==> src/rtl/rr_stream_mux_pkg.sv <==
// Shared definitions for the round-robin stream mux family.
// Mode encodings and the channel-index width helper used by stream blocks.
package rr_stream_mux_pkg;

    localparam logic MODE_RR    = 1'b0;
    localparam logic MODE_FIXED = 1'b1;

    // Index width for n channels; never narrower than one bit.
    function automatic int ch_width(input int n);
        return (n <= 2) ? 1 : $clog2(n);
    endfunction

endpackage

==> src/rtl/rr_stream_mux_arbiter.sv <==
// Round-robin arbiter: rotate requests by ptr, pick lowest, rotate back.
// Grant is one-hot, or zero when nothing requests.
module rr_arbiter
    import rr_stream_mux_pkg::*;
#(
    parameter int N_CH = 4,
    localparam int CH_W = ch_width(N_CH)
) (
    input  logic [N_CH-1:0] req,
    input  logic [CH_W-1:0] ptr,
    output logic [N_CH-1:0] grant
);

    logic [2*N_CH-1:0] req2;
    logic [N_CH-1:0]   rot;
    logic [N_CH-1:0]   pick;
    logic [2*N_CH-1:0] pick2;

    assign req2  = {req, req};
    assign rot   = N_CH'(req2 >> ptr);
    // Isolate lowest set bit of the rotated request vector.
    assign pick  = rot & (~rot + N_CH'(1));
    assign pick2 = {pick, pick};
    assign grant = N_CH'((pick2 << ptr) >> N_CH);

endmodule

==> src/rtl/rr_stream_mux.sv <==
// N-channel valid/ready stream mux with round-robin or fixed channel select.
// One registered output stage tags each beat with its source channel.
module rr_stream_mux
    import rr_stream_mux_pkg::*;
#(
    parameter int N_CH  = 4,
    parameter int WIDTH = 8,
    localparam int CH_W = ch_width(N_CH)
) (
    input  logic                  clk,
    input  logic                  rst,
    input  logic [N_CH-1:0]       in_valid,
    input  logic [N_CH*WIDTH-1:0] in_data,
    output logic [N_CH-1:0]       in_ready,
    input  logic                  mode,
    input  logic [CH_W-1:0]       sel,
    output logic                  out_valid,
    output logic [WIDTH-1:0]      out_data,
    output logic [CH_W-1:0]       out_ch,
    input  logic                  out_ready
);

    logic             out_valid_q, out_valid_d;
    logic [WIDTH-1:0] out_data_q, out_data_d;
    logic [CH_W-1:0]  out_ch_q, out_ch_d;
    logic [CH_W-1:0]  ptr_q, ptr_d;

    logic [N_CH-1:0]  grant_rr;
    logic [N_CH-1:0]  grant_fx;
    logic [N_CH-1:0]  grant;
    logic [CH_W-1:0]  grant_idx;
    logic [WIDTH-1:0] data_sel;
    logic             load_en;
    logic             xfer;

    rr_arbiter #(
        .N_CH (N_CH)
    ) u_arb (
        .req   (in_valid),
        .ptr   (ptr_q),
        .grant (grant_rr)
    );

    // Out-of-range sel never matches a channel, so it yields no grant.
    always_comb begin
        grant_fx = '0;
        for (int i = 0; i < N_CH; i++) begin
            grant_fx[i] = in_valid[i] & (sel == CH_W'(i));
        end
    end

    assign grant   = (mode == MODE_FIXED) ? grant_fx : grant_rr;
    assign load_en = ~out_valid_q | out_ready;
    assign xfer    = load_en & (|grant);
    assign in_ready = (load_en & ~rst) ? grant : '0;

    always_comb begin
        grant_idx = '0;
        data_sel  = '0;
        for (int i = 0; i < N_CH; i++) begin
            if (grant[i]) begin
                grant_idx = grant_idx | CH_W'(i);
            end
            data_sel = data_sel
                     | (in_data[i*WIDTH +: WIDTH] & {WIDTH{grant[i]}});
        end
    end

    always_comb begin
        out_valid_d = out_valid_q;
        out_data_d  = out_data_q;
        out_ch_d    = out_ch_q;
        ptr_d       = ptr_q;
        if (load_en) begin
            out_valid_d = xfer;
        end
        if (xfer) begin
            out_data_d = data_sel;
            out_ch_d   = grant_idx;
            if (mode == MODE_RR) begin
                ptr_d = (grant_idx == CH_W'(N_CH - 1))
                      ? '0 : grant_idx + CH_W'(1);
            end
        end
    end

    always_ff @(posedge clk or posedge rst) begin
        if (rst) begin
            out_valid_q <= 1'b0;
            out_data_q  <= '0;
            out_ch_q    <= '0;
            ptr_q       <= '0;
        end else begin
            out_valid_q <= out_valid_d;
            out_data_q  <= out_data_d;
            out_ch_q    <= out_ch_d;
            ptr_q       <= ptr_d;
        end
    end

    assign out_valid = out_valid_q;
    assign out_data  = out_data_q;
    assign out_ch    = out_ch_q;

endmodule

==> config.mk <==
export PLATFORM = sky130hd
export DESIGN_NAME = rr_stream_mux
export DESIGN_NICKNAME = d
export VERILOG_FILES = /design/src/rtl/rr_stream_mux_pkg.sv /design/src/rtl/rr_stream_mux_arbiter.sv /design/src/rtl/rr_stream_mux.sv
export SDC_FILE = /design/constraint.sdc
export NUM_CORES = 1
export LEC_CHECK = 0
export ABC_AREA = 0
export BUFFER_PORTS_ARGS = -buffer_cell sky130_fd_sc_hd__buf_2
export CAP_MARGIN = 20
export CORE_UTILIZATION = 39
export DETAILED_ROUTE_END_ITERATION = 8
export PLACE_DENSITY_LB_ADDON = 0.1
export SLEW_MARGIN = 40
export SYNTH_ARGS = -nofsm -noshare
export SYNTH_HDL_FRONTEND = slang
export SYNTH_SLANG_ARGS = --single-unit
export TNS_END_PERCENT = 20
==> constraint.sdc <==
create_clock -name clk -period 4.2 [get_ports clk]
set_input_delay 0.63 -clock clk [delete_from_list [all_inputs] [get_ports clk]]
set_output_delay 0.63 -clock clk [all_outputs]
set_load 0.005 [all_outputs]
=== Yosys cells after proc, flatten, opt, wreduce, memory -nomap -nowiden ===
Cells that the tools add are included.

* Register bits after elaboration: 13
* Output and inout bits: 15
* Word-level logic and storage cells: 40

* $add $sub $neg: 2
* Equality and inequality tests: 4
* Shifts and indexed selects: 2
* Multiplexer cells: 6
* Bitwise operators: 19
* Reduce and logical (&&, ||, !) cells: 3

{| class="wikitable"
|+ Operators with widths
! cell !! count
|-
| $and A8 B8 Y8 || 4
|-
| $or A8 B8 Y8 || 3
|-
| $mux W4 || 2
|-
| $shl A8 B2 Y8 || 1
|-
| $shr A8 B2 Y4 || 1
|-
| $and A1 B1 Y1 || 6
|-
| $eq A2 B2 Y1 const B || 3
|-
| $mux W2 || 3
|-
| $add A4 B1 Y4 const B || 1
|-
| $and A4 B4 Y4 || 1
|-
| $not A4 Y4 || 1
|-
| $reduce_or A4 Y1 || 1
|-
| $not A1 Y1 || 3
|-
| $add A2 B1 Y2 const B || 1
|-
| $eq A2 B1 Y1 const B || 1
|-
| $logic_not A2 Y1 || 1
|-
| $reduce_and A2 Y1 || 1
|-
| $mux W1 || 1
|-
| $or A1 B1 Y1 || 1
|}

=== Longest topological paths before layout ===
* Word-level depth: 11
* Gate-level depth with buffers: 7

=== Cells and area by module ===
From an unflattened synthesis, not the netlist that was laid out.

* Cells, all modules: 116
* Area, all modules: 1088.5 um^2

{| class="wikitable"
|+ By module, submodules not included
! module !! instances !! cells each !! area an instance (um^2) !! seq. area each (um^2)
|-
| rr_stream_mux || 1 || 99 || 978.4 || 325.3
|-
| rr_arbiter || 1 || 17 || 110.1 || 0.0
|}

=== Worst setup path after synthesis ===
No wires, ideal clock.

* Path kind: input -> register
* Start: in mode
* End: reg out_ch_q[1], in the netlist out_ch[1]
* Setup time: 0.125 ns
* Arrival time: 2.253 ns
* Setup slack: 1.822 ns
* Cell stages on the path: 6
* Buffers on the path: 1
* Cell sequence: or2_0 buf_2 o41ai_4 nor2_2 a41oi_4 mux2_2

* Longest elaborated chain between the ends: 3

{| class="wikitable"
|+ RTL lines
! element !! RTL line !! RTL
|-
| start, declared || rr_stream_mux.sv:15 || <nowiki>input logic mode,</nowiki>
|-
| $mux W4 (*) || rr_stream_mux.sv:52 || <nowiki>assign grant = (mode == MODE_FIXED) ? grant_fx : grant_rr;</nowiki>
|-
| $reduce_or A4 Y1 / $mux W2 (equally long branches) || rr_stream_mux.sv:54, rr_stream_mux.sv:61 ||
|-
| $and A1 B1 Y1 / $mux W2 (equally long branches) || rr_stream_mux.sv:54, rr_stream_mux.sv:61 ||
|-
| end signal, assigned || rr_stream_mux.sv:96 || <nowiki>out_ch_q <= out_ch_d;</nowiki>
|-
| end, declared || rr_stream_mux.sv:25 || <nowiki>logic [CH_W-1:0] out_ch_q, out_ch_d;</nowiki>
|}

Every way passes the cells marked *; elsewhere a longest branch is shown, timed or not.
A chain may end at the register's enable or synchronous reset.

=== Worst setup path after layout ===
* Start: in mode
* End: out in_ready[1]

* Longest elaborated chain between the ends: 2

{| class="wikitable"
|+ RTL lines
! element !! RTL line !! RTL
|-
| $mux W4 || rr_stream_mux.sv:52 ||
|-
| $mux W4 || rr_stream_mux.sv:55 || <nowiki>assign in_ready = (load_en & ~rst) ? grant : '0;</nowiki>
|-
| end, declared || rr_stream_mux.sv:14 || <nowiki>output logic [N_CH-1:0] in_ready,</nowiki>
|}

Every way passes these cells.

==> summary.md <==
| Metric | Value |
|---|---|
| Worst-path clk slew | `around 0.09 ns` |
| Final setup viols | `0` |
| Delay-heaviest family, CP | `simple AND/OR/NAND/NOR gates` |
| Max Used Layer | `met4` |
| Slew HR | `between 40% and 50%` |
| Final worst-path cycle share | `68.9%` |
| FF-to-FF Start | `ptr_q[1]$_DFFE_PP0P_` |
| Met2 wire length | `1460 µm` |
| CP Capture Type | `output pin` |
| Flop pwr share | `34.3%` |
| MaxCap Viol Count | `0` |
| Worst Setup Start Kind | `primary input` |
| Distinct cells, synth | `32` |
| Vias in the first global route | `roughly 1100` |
| Pin count of the biggest net entering global routing | `15` |
| Post-Syn Instances | `113` |
| Port bufs | `56` |
| Crit path cell chain | `buf_2 -> nand2b_1 -> nor4_2 -> o21ai_1 -> nor2_1 -> buf_2` |
| Area after DPL | `about 0.0014 mm²` |
| Cts hold-fix bufs | `0` |
| Leakage power | `approximately 0.65 nW` |
| Most used cell, CP | `buf_2` |
| Switch Pwr | `256 µW` |
| Nets | `214` |
| Core Area | `0.00250 mm²` |
| Boundary Pins | `57` |
| CP max-delay cell | `nor4_2` |
| DIE WIDTH | `53.6 µm` |
| Die Ht | `between 50 and 60 µm` |
| Commonest non-fill, non-tap cell in the layout | `buf_2` |
| Mean area per synthesized cell | `9.19 µm²` |
| Via-to-Cell Ratio | `5.87` |
| Power per cell area | `463 mW/mm²` |
| Die area | `between 0.002 and 0.003 mm²` |
| Design internal power | `~380 µW` |
| Initial Utilization | `41.5%` |
| Clock Tree Root | `clkbuf_4` |
| Critical path class | `primary input to output pin` |
| #FFs+latches synth | `13` |
| Reg-to-reg slack, setup | `1.70 ns` |
| Met1 wire length | `approximately 1400 µm` |
| Gr usage total | `between 20% and 30%` |
| Status | `completed` |
| First-pass GRT wire length | `4890 µm` |
| Post-DR wirelength/cell | `16.1 µm` |
| CTS resizes | `0` |
| Total Power | `639 µW` |
| ANT nets after route | `0` |
| Clock sink count | `13` |
| Via count | `1180` |
| DPL Wire Length | `2340 µm` |
| Initial antenna violation count | `0` |
| Share of cells above drive strength 1 | `45.6%` |
| Drt drc | `0` |
| Critical Path AT | `2.26 ns` |
| Post-synth EDFFs | `0` |
| Worst slew pin tran | `0.838 ns` |
| Synth Warn # | `0` |
| Post-CTS setup buffer count | `0` |
| CTS tree | `built` |
| Area growth syn-to-layout | `32.9%` |
| DR iter-0 viols | `41` |
| Final hold violation count | `0` |
| Detailed Routing Iterations Pass 1 | `4` |
| Synthesized area | `0.00104 mm²` |
| RR Endpoint | `out_data[2]$_DFFE_PP0P_` |
| Num rows | `18` |
| Worst-case clock buffer depth | `2` |
| Net count after synthesis | `between 150 and 200` |
| Max Freq | `0.346 GHz` |
| Antenna Cells | `0` |
| Crit-path max cell delay | `0.72 ns` |
| H-tree depth | `1` |
| GRT overflow | `0` |
| Final instance area | `0.00138 mm²` |
| Core Util, Final | `55.2%` |
| Top_reg_cell synth | `dfrtp_1` |
| Final min period | `2.89 ns` |
| Detailed-route wire length | `3230 µm` |
| Clock share of power | `between 10% and 20%` |
| Setup Skew | `just over 0.006 ns` |
| Cts bufs inserted | `3` |
| RSZ-0062 raised after global routing | `false` |
| Max VDD drop | `0.000271 V` |
| Count of final max-slew check failures | `0` |
| Critical path buffers and inverters | `2` |
| Fin Setup TNS | `0 ns` |
| Comb power frac | `between 50 and 60%` |
| Seq/Total Area, Yosys | `31.3%` |
| CP required | `3.57 ns` |
| WP depth | `6` |
| Clock Latency Late Sink | `roughly 0.28 ns` |
| Met3 Routed Length | `304 µm` |
| Largest fanout on the critical path | `9` |
| R2R cell count | `5` |
| Sw frac | `40.1%` |
| GPL Wtd Cong | `0.749` |
| Asr flop ratio synth | `100%` |
| Worst Hold Class | `primary input to asynchronous set/reset pin` |
| Commonest non-fill, non-tap cells in the layout | `buf_2 (56), o211ai_1 (16), dfrtp_1 (13), mux2_2 (9)` |
## flip-flops by register name, summed over array words and instances, names as in the netlist
| register | count |
|---|---|
| ptr_q | 2 |
| out_data | 8 |
| out_valid | 1 |
| out_ch | 2 |
## per-stage QoR
stage          hold WS, ns  worst slack, ns  instances
3_3_place_gp         0.488             1.41        197
5_1_grt              0.422             1.21        201
3_5_place_dp         0.494             1.33        197
2_1_floorplan        0.505             1.82        113
4_1_cts              0.394             1.31        201
6_report             0.386             1.31        201
## how the worst max path moves through the flow
stage          from                      end  slack (ns)
2_1_floorplan  mode    out_ch[1]$_DFFE_PP0P_        1.82
3_3_place_gp   mode              in_ready[1]        1.41
3_5_place_dp   mode  out_data[2]$_DFFE_PP0P_        1.33
4_1_cts        mode              in_ready[1]        1.31
5_1_grt        mode              in_ready[1]        1.21
6_report       mode              in_ready[1]        1.31
## cell families (layout without fill, tap and decap cells)
group,after synthesis,count (layout),share of synthesized area [%]
buf+inv,8,66,3.13
simple gates,42,42,23.1
compound gates,41,41,32.7
mux,9,9,9.76
flops,13,13,31.3
## metal layers
| layer | track usage (%) | up-vias |
|---|---|---|
| li1 | - | 563 |
| met2 | 37.1 | 65 |
| met3 | 4.24 | 6 |
| met5 | 0 | - |
| met4 | 10.5 | 0 |
| met1 | 33.4 | 546 |
## final cells by class
class	count	area [µm²]
Fill cell	238	1120
Timing Repair Buffer	58	295
Clock buffer	4	26.3
Inverter	4	15.0
Sequential cell	13	325
Multi-Input combinational cell	92	681
Tap cell	30	37.5
## cell usage after synthesis, types with 2 or more instances
| cell | number | share of area (%) |
|---|---|---|
| o211ai_1 | 16 | 12 |
| dfrtp_1 | 13 | 31 |
| mux2_2 | 9 | 9.8 |
| nand3_1 | 8 | 3.9 |
| nand4_1 | 8 | 4.8 |
| o21ai_0 | 8 | 3.9 |
| nor2_1 | 7 | 2.5 |
| nand2_1 | 5 | 1.8 |
| inv_1 | 4 | 1.4 |
| nor2b_1 | 4 | 2.4 |
| o21ai_1 | 3 | 1.4 |
| a21boi_0 | 2 | 1.4 |
| buf_2 | 2 | 0.96 |
| clkbuf_1 | 2 | 0.72 |
| nand2b_1 | 2 | 1.2 |
| nand4b_1 | 2 | 1.7 |
| o2bb2ai_1 | 2 | 1.7 |
| o31a_1 | 2 | 1.7 |
## power by group through the flow
stage,clock network (mW),registers (mW),logic (mW)
after floorplan,0,0.221,0.210
after global placement,0,0.217,0.324
after detailed placement,0,0.220,0.335
after CTS,0.0818,0.217,0.339
after global routing,0.0877,0.226,0.372
final,0.0813,0.219,0.338
## worst register-to-register path: stages, from the launching register on
cell,delay [ns]
dfrtp_1,0.42
or2_0,0.34
o41ai_4,0.60
nor2_2,0.20
a41oi_4,0.44
mux2_2,0.39
Power figures use the tool's default switching activity.
